===== src/rtl/switch_debounce.sv =====
// Two-flop synchroniser plus per-channel stable-interval debouncer for slide switches.
// Optional registered change pulse sw_edge is enabled by defining SWITCH_DEBOUNCE_PULSE_EN.
module switch_debounce #(
    parameter int              WIDTH   = 2,
    parameter int              CNT_MAX = 500000,
    parameter logic [WIDTH-1:0] RST_VAL = '0
) (
    input  logic             clk,
    input  logic             reset,
    input  logic [WIDTH-1:0] sw_raw,
    output logic [WIDTH-1:0] sw_out
`ifdef SWITCH_DEBOUNCE_PULSE_EN
    ,
    output logic [WIDTH-1:0] sw_edge
`endif
);

    localparam int               CNT_W    = $clog2(CNT_MAX + 1);
    localparam logic [CNT_W-1:0] CNT_LAST = CNT_W'(CNT_MAX - 1);

    logic [WIDTH-1:0] sync_q1;
    logic [WIDTH-1:0] sync_q2;
    logic [CNT_W-1:0] cnt     [WIDTH];
    logic [CNT_W-1:0] cnt_nxt [WIDTH];
    logic [WIDTH-1:0] out_nxt;

    // A mismatch must persist for CNT_MAX consecutive evaluations before sw_out follows;
    // any return to the current level restarts the count.
    always_comb begin
        cnt_nxt = cnt;
        out_nxt = sw_out;
        for (int i = 0; i < WIDTH; i++) begin
            if (sync_q2[i] == sw_out[i]) begin
                cnt_nxt[i] = '0;
            end else if (cnt[i] == CNT_LAST) begin
                out_nxt[i] = sync_q2[i];
                cnt_nxt[i] = '0;
            end else begin
                cnt_nxt[i] = cnt[i] + CNT_W'(1);
            end
        end
    end

    always_ff @(posedge clk or posedge reset) begin
        if (reset) begin
            sync_q1 <= RST_VAL;
            sync_q2 <= RST_VAL;
            sw_out  <= RST_VAL;
            for (int i = 0; i < WIDTH; i++) begin
                cnt[i] <= '0;
            end
        end else begin
            sync_q1 <= sw_raw;
            sync_q2 <= sync_q1;
            sw_out  <= out_nxt;
            cnt     <= cnt_nxt;
        end
    end

`ifdef SWITCH_DEBOUNCE_PULSE_EN
    // Pulses on exactly the edge at which sw_out takes its new value.
    always_ff @(posedge clk or posedge reset) begin
        if (reset) begin
            sw_edge <= '0;
        end else begin
            sw_edge <= out_nxt ^ sw_out;
        end
    end
`endif

endmodule


===== config.mk =====
export PLATFORM = sky130hd
export DESIGN_NAME = switch_debounce
export DESIGN_NICKNAME = d
export VERILOG_FILES = /design/src/rtl/switch_debounce.sv
export SDC_FILE = /design/constraint.sdc
export NUM_CORES = 1
export LEC_CHECK = 0
export ABC_AREA = 1
export BUFFER_PORTS_ARGS = -buffer_cell sky130_fd_sc_hd__buf_4
export CORE_ASPECT_RATIO = 0.9
export CORE_UTILIZATION = 42
export DETAILED_ROUTE_END_ITERATION = 7
export MAX_ROUTING_LAYER = met4
export PLACE_DENSITY_LB_ADDON = 0.12
export SYNTH_ARGS = -nofsm -noshare
export SYNTH_HDL_FRONTEND = slang
export SYNTH_SLANG_ARGS = --single-unit

===== constraint.sdc =====
create_clock -name clk -period 1.2 [get_ports clk]
set_input_delay 0.12 -clock clk [delete_from_list [all_inputs] [get_ports clk]]
set_output_delay 0.12 -clock clk [all_outputs]
set_load 0.01 [all_outputs]

# Yosys cells after proc, flatten, opt, wreduce, memory -nomap -nowiden
# Index checks and enable logic that the tools add are counted.
[totals] regBits=44 inputBits=4 word_cells=20
[op_classes] addsub=2 n_eq_ne=4 n_mux=4 bitwise_logic=2 reduce_logical=2
[ops] op="$mux W19" count=4
[ops] op="$add A19 B1 Y19 const B" count=2
[ops] op="$eq A19 B19 Y1 const B" count=2
[ops] op="$reduce_and A2 Y1" count=2
[ops] op="$eq A1 B1 Y1" count=2
[ops] op="$not A1 Y1" count=2

# Longest topological paths before layout
# Gate-level depths: netlist of run 1.
[depth] depth_word=3 ltp_mapped=8

# Worst setup path before layout of run 1
# Ideal clock, no wire load.
[synth_path] kind="register to register" start="register cnt[19] (netlist bit)" end="register cnt[24] (netlist bit)" setup_ps=119 arrival_ps=1158 required_time_ps=1081 setup_slack_ps=-77 stages_incl_launch_ff=9 path_buffers=0 period_less_slack_ps=1277 cell_sequence="dfrtp_1 > ha_1 > nand2_1 > nor2_2 > nand2_1 > nor2_2 > nand2_2 > nand2_2 > nor2_1"
[synth_rtl] element="from (decl)" line="23" source="logic [CNT_W-1:0] cnt [WIDTH];"
[synth_rtl] element="from (signal assigned)" line="56" source="cnt <= cnt_nxt;"

==> results.md, run 1 <==
* Layout Cells excl Fill at 448
* Placed instance area at 2890 sq um
* Placed cell count at 427
* CP startpoint kind: register
* Final Critical Period at 1.31 ns
* Total power at 2.91 mW
* Vias in the first global route at 1870
* RSZ-0062 raised after global routing: true
* First-pass GRT wire length at 8830 microns
* Netlist cell types at 24
* Fmax at 763 MHz
* Worst Path Arrival at 1.50 ns
* Congestion Overflow GR at 0
* Post-layout net count at 386
* CP Class: reg2reg
* Peak VDD IR at 698 uV
* Antenna diode count at 0
* Outcome: complete, but fails checks
* Die height at 74.2 microns
* Largest net degree at the start of global routing at 32
* Leakage at 1.45 nW
* Crit-path max FO at 6
* Pwr dens at 843 nW/um^2
* Rel. slew slack at 0.790
* Worst-path clk slew at 0.09 ns
* Die ar. at 6110 sq um
* Syn-to-layout area delta at 41.6%
* Antenna-violating nets left at 0
* Via density at 4.76
* Rows at 25
* Initial cell density of the core at 0.450
* Post-route clock skew at 0.00865 ns
* Initial DRC count at 126
* Clk_lat worst skew at 0.30 ns
* Clk root buf: clkbuf_8
* Fin area at 3450 sq um
* Hold WS at 0.323 ns
* HPWL Detailed at 3960 microns
* Die width at 82.3 microns
* CTS Buf Count at 5
* Clock sink total at 44
* Synth Cell Area at 2430 sq um
* Vias at 2131
* Routed wire length at 5570 microns
* Clock buffer depth at 2
* Worst Tran Pin Value at 0.314 ns
* Final max-slew violation count at 0
* RePlAce Congestion at 0.862
* CTS tree: yes
* DRT Pass-1 Iters at 4
* Fin crit share at 1.09
* Seq/Total Area, Yosys at 0.452
* Worst hold path type: in2async
* Syn Inst Count at 314
* CTS H-Tree Depth at 2
* Ports at 6
* #FFs+latches synth at 44
* Share of layout cells above drive strength 1 at 0.417
* Final Hold Viols at 0
* Area of the core at 5410 sq um
* Kind of end point of the critical path: register
* Req. time, crit path at 1.39 ns
* Failing checks: setup timing
* GR Util All Layers at 0.204
* Port Buffers at 5
* Drt drc at 0
* Worst setup margin at -0.111 ns
* Fin Setup TNS at -1.91 ns
* Yosys warns at 0
* Syn_nets at 320
* Routed len/inst at 12.4 microns
* Mapped Avg Cell Area at 7.75 sq um
* Final Setup Violations at 35
* Initial antenna violation count at 0
* Max-cap viol count at 0
* Number of fill cells at 455
[path summary, 6_finish.rpt]
kind                       depth (start not counted)          to       start  slack, ns
hold / removal                                     3     cnt[20]       reset       0.32
setup / recovery                                   8     cnt[24]     cnt[19]      -0.11
setup reg to reg                                   8     cnt[24]     cnt[19]      -0.11
min in group clk                                   0  sync_q2[1]  sync_q1[1]       0.35
max in group asynchronous                          4      cnt[3]       reset       0.39
hold reg to reg                                    0  sync_q2[1]  sync_q1[1]       0.35
[what timing repair did]
item | CTS | global route
hold buffers | 3 | 0
setup buffers | 3 | 7
pin swaps | 18 | 17
endpoints found under the setup margin | 35 | 38
hold endpoints to repair | 15 | 0
resized for setup | 49 | 39
[cell type report]
| class | instances | area (sq um) | area share |
|---|---|---|---|
| clock inverter | 2 | 38.8 | 0.0112 |
| sequential | 44 | 1110 | 0.323 |
| timing repair buffer | 59 | 485 | 0.141 |
| inverter | 36 | 138 | 0.0399 |
| tap | 67 | 83.8 | 0.0243 |
| multi-input combinational | 234 | 1510 | 0.437 |
| clock buffer | 6 | 82.6 | 0.0239 |
[power breakdown]
group | leakage, nW | internal, mW | switching (mW)
Clock | 0.0614 | 0.681 | 0.520
Combinational | 0.808 | 0.0766 | 0.101
Sequential | 0.583 | 1.50 | 0.0241
Total | 1.45 | 2.26 | 0.645
[critical path, stage by stage, from the launching register on]
cell     delay (ns)
dfrtp_1        0.36
ha_2           0.20
nand2_2        0.07
nor2_4         0.11
nand2_2        0.08
nor2_4         0.12
nand2_4        0.09
nand2_4        0.11
nor2_1         0.06
[synthesized netlist by cell type]
cell	instances	area, sq um
o22ai_1	1	6.26
nor2_1	85	319
xor2_2	2	32.5
inv_1	31	116
nand3_1	27	135
nand2_2	9	56.3
nor2_2	6	37.5
ha_1	2	25.0
a21oi_1	8	40.0
nor3_1	3	15.0
o21ai_1	3	15.0
nand2_4	1	11.3
nor3b_1	1	7.51
xor2_1	13	114
xnor2_1	5	43.8
nand3_2	1	10.0
dfrtp_1	44	1100
o21ai_0	2	10.0
nor3b_2	1	12.5
nand4_1	1	6.26
nand2_1	53	199
nor2_4	8	90.1
and2_1	2	12.5
inv_2	5	18.8
[state kept, by name (all words and copies together), names as in the netlist]
name	flops
cnt	38
sw_out	2
sync_q1	2
sync_q2	2
[metal layers]
metal  GRT usage  share of wire
met1       0.309           0.53
met2       0.267           0.43
met3      0.0405          0.034
met4      0.0643          0.011
met5           -              0
[metrics by stage]
stage | setup WS [ns] | util
CTS | -0.128 | 0.603
global placement | -0.120 | 0.534
detailed placement | -0.186 | 0.534
finish | -0.111 | 0.637
global route | -0.212 | 0.637
floorplan | -0.0536 | -
[logic make-up after synthesis]
kind of cell               count (synthesis)  synth area share
xor gates and xnor gates                  20            0.0781
AOI/OAI and AO/OA                         14            0.0293
DFF                                       44             0.452
and+or+nand+nor                          198             0.375
adders and majority gates                  2            0.0103
buffers and inverters                     36            0.0555
[cell usage in the layout, fill, tap and decap left out, types with 2 or more instances in the layout]
cell type	count
clkbuf_8	6
a21oi_1	7
nand2_4	7
o21ai_1	3
dfrtp_1	33
inv_1	28
buf_6	6
nand2_1	45
o21ai_0	2
nor2_2	20
nand3_1	17
dfrtp_2	11
nand3_2	7
nand3_4	4
nand2_2	10
xor2_2	2
dlygate4sd3_1	3
buf_4	49
nor3_1	3
xnor2_1	4
nor2_4	19
nor2_1	60
inv_2	7
and2_1	2
xor2_1	12
Power figures use the tool's default switching activity.
==> run 2, diff against run 1 <==
--- a/config.mk
+++ b/config.mk
@@ -12,6 +12,7 @@
 export DETAILED_ROUTE_END_ITERATION = 7
 export MAX_ROUTING_LAYER = met4
 export PLACE_DENSITY_LB_ADDON = 0.12
+export RECOVER_POWER = 50
 export SYNTH_ARGS = -nofsm -noshare
 export SYNTH_HDL_FRONTEND = slang
 export SYNTH_SLANG_ARGS = --single-unit
==> run 2 against run 1 <==
The flow still finishes with violations (setup timing). Total power fell by 0.17%. Die area is the same. Final cell count unchanged. Combinational power decreased by 3%. Hold slack improved by 0.031 ns. Clock skew about the same. Non-clock buffer count stayed put. Utilization shrank 0.16 points. Clock power barely moved. Sequential share of layout area up 0.082 points.
==> results.md, run 2 (synthesized netlist as in run 1, its figures left out) <==
* Final Critical Period at 1.31 ns (about the same)
* Antenna diode count at 0 (unchanged)
* CTS tree: yes (unchanged)
* Pwr dens at 844 nW/um^2 (was 843 nW/um^2)
* Via density at 4.75 (was 4.76)
* Placed instance area at 2890 sq um (unchanged)
* Routed wire length at 5570 microns (about the same)
* Vias at 2129 (was 2131)
* Clock sink total at 44 (unchanged)
* Die ar. at 6110 sq um (unchanged)
* GR Util All Layers at 0.204 (unchanged)
* Final max-slew violation count at 0 (unchanged)
* Rel. slew slack at 0.646 (was 0.790)
* Worst-path clk slew at 0.09 ns (about the same)
* Initial cell density of the core at 0.450 (unchanged)
* CTS Buf Count at 5 (unchanged)
* Area of the core at 5410 sq um (unchanged)
* CP max stage cell: dfrtp_1 (unchanged)
* Post-route clock skew at 0.00867 ns (was 0.00865 ns)
* Port Buffers at 5 (unchanged)
* Worst hold path type: reg2reg (was in2async)
* CP startpoint kind: register (unchanged)
* Outcome: complete, but fails checks (unchanged)
* CTS H-Tree Depth at 2 (unchanged)
* Die width at 82.3 microns (unchanged)
* Fmax at 763 MHz (about the same)
* Failing checks: setup timing (unchanged)
* Rows at 25 (unchanged)
* Kind of end point of the critical path: register (unchanged)
* Worst setup margin at -0.111 ns (about the same)
* Peak VDD IR at 697 uV (was 698 uV)
* Leakage at 1.45 nW (about the same)
* HPWL Detailed at 3960 microns (unchanged)
* DRT Pass-1 Iters at 4 (unchanged)
* Initial DRC count at 126 (unchanged)
* Clock buffer depth at 2 (unchanged)
* Fin area at 3440 sq um (was 3450 sq um)
* RSZ-0062 raised after global routing: true (unchanged)
* Max reg flops at 38 (unchanged)
* Share of layout cells above drive strength 1 at 0.415 (was 0.417)
* Routed len/inst at 12.4 microns (about the same)
* Drt drc at 0 (unchanged)
* Crit-path cells: ha_2 -> nand2_2 -> nor2_4 -> nand2_2 -> nor2_4 -> nand2_4 -> nand2_4 -> nor2_1 (unchanged)
* Clk_lat worst skew at 0.30 ns (about the same)
* Syn-to-layout area delta at 41.3% (was 41.6%)
* First-pass GRT wire length at 8830 microns (unchanged)
* Crit path largest cell delay at 0.36 ns (about the same)
* Leading cell type in the layout, fill and taps excluded: nor2_1 (unchanged)
* Largest net degree at the start of global routing at 32 (unchanged)
* Req. time, crit path at 1.39 ns (about the same)
* RePlAce Congestion at 0.862 (unchanged)
* Most frequent cells in the layout: nor2_1, buf_4, nand2_1 (unchanged)
* Clk root buf: clkbuf_8 (unchanged)
* Worst Tran Pin Value at 0.530 ns (was 0.314 ns)
* Crit path from: cnt[19] (unchanged)
* Initial antenna violation count at 0 (unchanged)
* Congestion Overflow GR at 0 (unchanged)
* CP Buf/Inv Count at 0 (unchanged)
* Hold Startpoint: sync_q1[1]
* Hold WS at 0.354 ns (was 0.323 ns)
* CP Class: reg2reg (unchanged)
* Crit-path max FO at 6 (unchanged)
* Vias in the first global route at 1870 (unchanged)
* Final Hold Viols at 0 (unchanged)
* Fin crit share at 1.09 (about the same)
* Util after Layout at 0.636 (was 0.637)
* CP delay by family, top: simple AND/OR/NAND/NOR gates (unchanged)
* Final Setup Violations at 35 (unchanged)
* Worst Path Arrival at 1.50 ns (about the same)
* Reg with most FFs: cnt (unchanged)
* Post-layout net count at 386 (unchanged)
* Max-cap viol count at 0 (unchanged)
* Ports at 6 (unchanged)
* FF-to-FF Start: cnt[19] (unchanged)
* Antenna-violating nets left at 0 (unchanged)
* Die height at 74.2 microns (unchanged)
## run 2: cell types whose count changed in the layout (fill, tap and decap cells not counted), sizes merged
cell / previous run / this run
clkbuf: 6 / 9
buf: 56 / 53
## run 2: per-layer routing
metal  vias to the layer above  share of wire  track usage
met4                         0          0.010       0.0643
met5                         -              0            -
met3                         4          0.033       0.0405
met2                        29           0.43        0.267
met1                       997           0.53        0.309
li1                       1099              -            -
## run 2: final timing paths
check / to / slack, ns / cells after the start
worst min-delay path: sync_q2[1] / 0.35 / 0
max in group asynchronous: cnt[3] / 0.11 / 4
worst max-delay path: cnt[24] / -0.11 / 8
min in group asynchronous: cnt[20] / 0.41 / 3
worst max register to register: cnt[24] / -0.11 / 8
worst min register to register: sync_q2[1] / 0.35 / 0
## run 2: cell type report
class	count	area, sq um
multi-input combinational	234	1510
inverter	36	138
sequential	44	1110
clock buffer	6	82.6
fill	455	1970
tap	67	83.8
timing repair buffer	59	477
clock inverter	2	38.8
## run 2: metrics by stage
stage	TNS [ns]	total power [mW]	instances	worst slack [ns]
after floorplan	-0.436	1.63	314	-0.0536
after global placement	-2.50	1.68	427	-0.120
after detailed placement	-3.37	1.68	427	-0.186
after CTS	-1.86	2.92	441	-0.128
after global routing	-5.52	3.02	448	-0.212
final	-1.91	2.90	448	-0.111
## run 2: power by group
| group | leakage [nW] | internal, mW | total (mW) | switching (mW) |
|---|---|---|---|---|
| combinational | 0.805 | 0.0726 | 0.172 | 0.0994 |
| clock | 0.0614 | 0.681 | 1.20 | 0.520 |
| sequential | 0.583 | 1.50 | 1.53 | 0.0241 |
## run 2: timing repair
item,in CTS,in global routing
pin swaps,18,17
gates resized for setup,49,39
hold buffers,3,0
buffers inserted,3,7
endpoints found under the setup margin,35,38
hold endpoints to repair,15,0
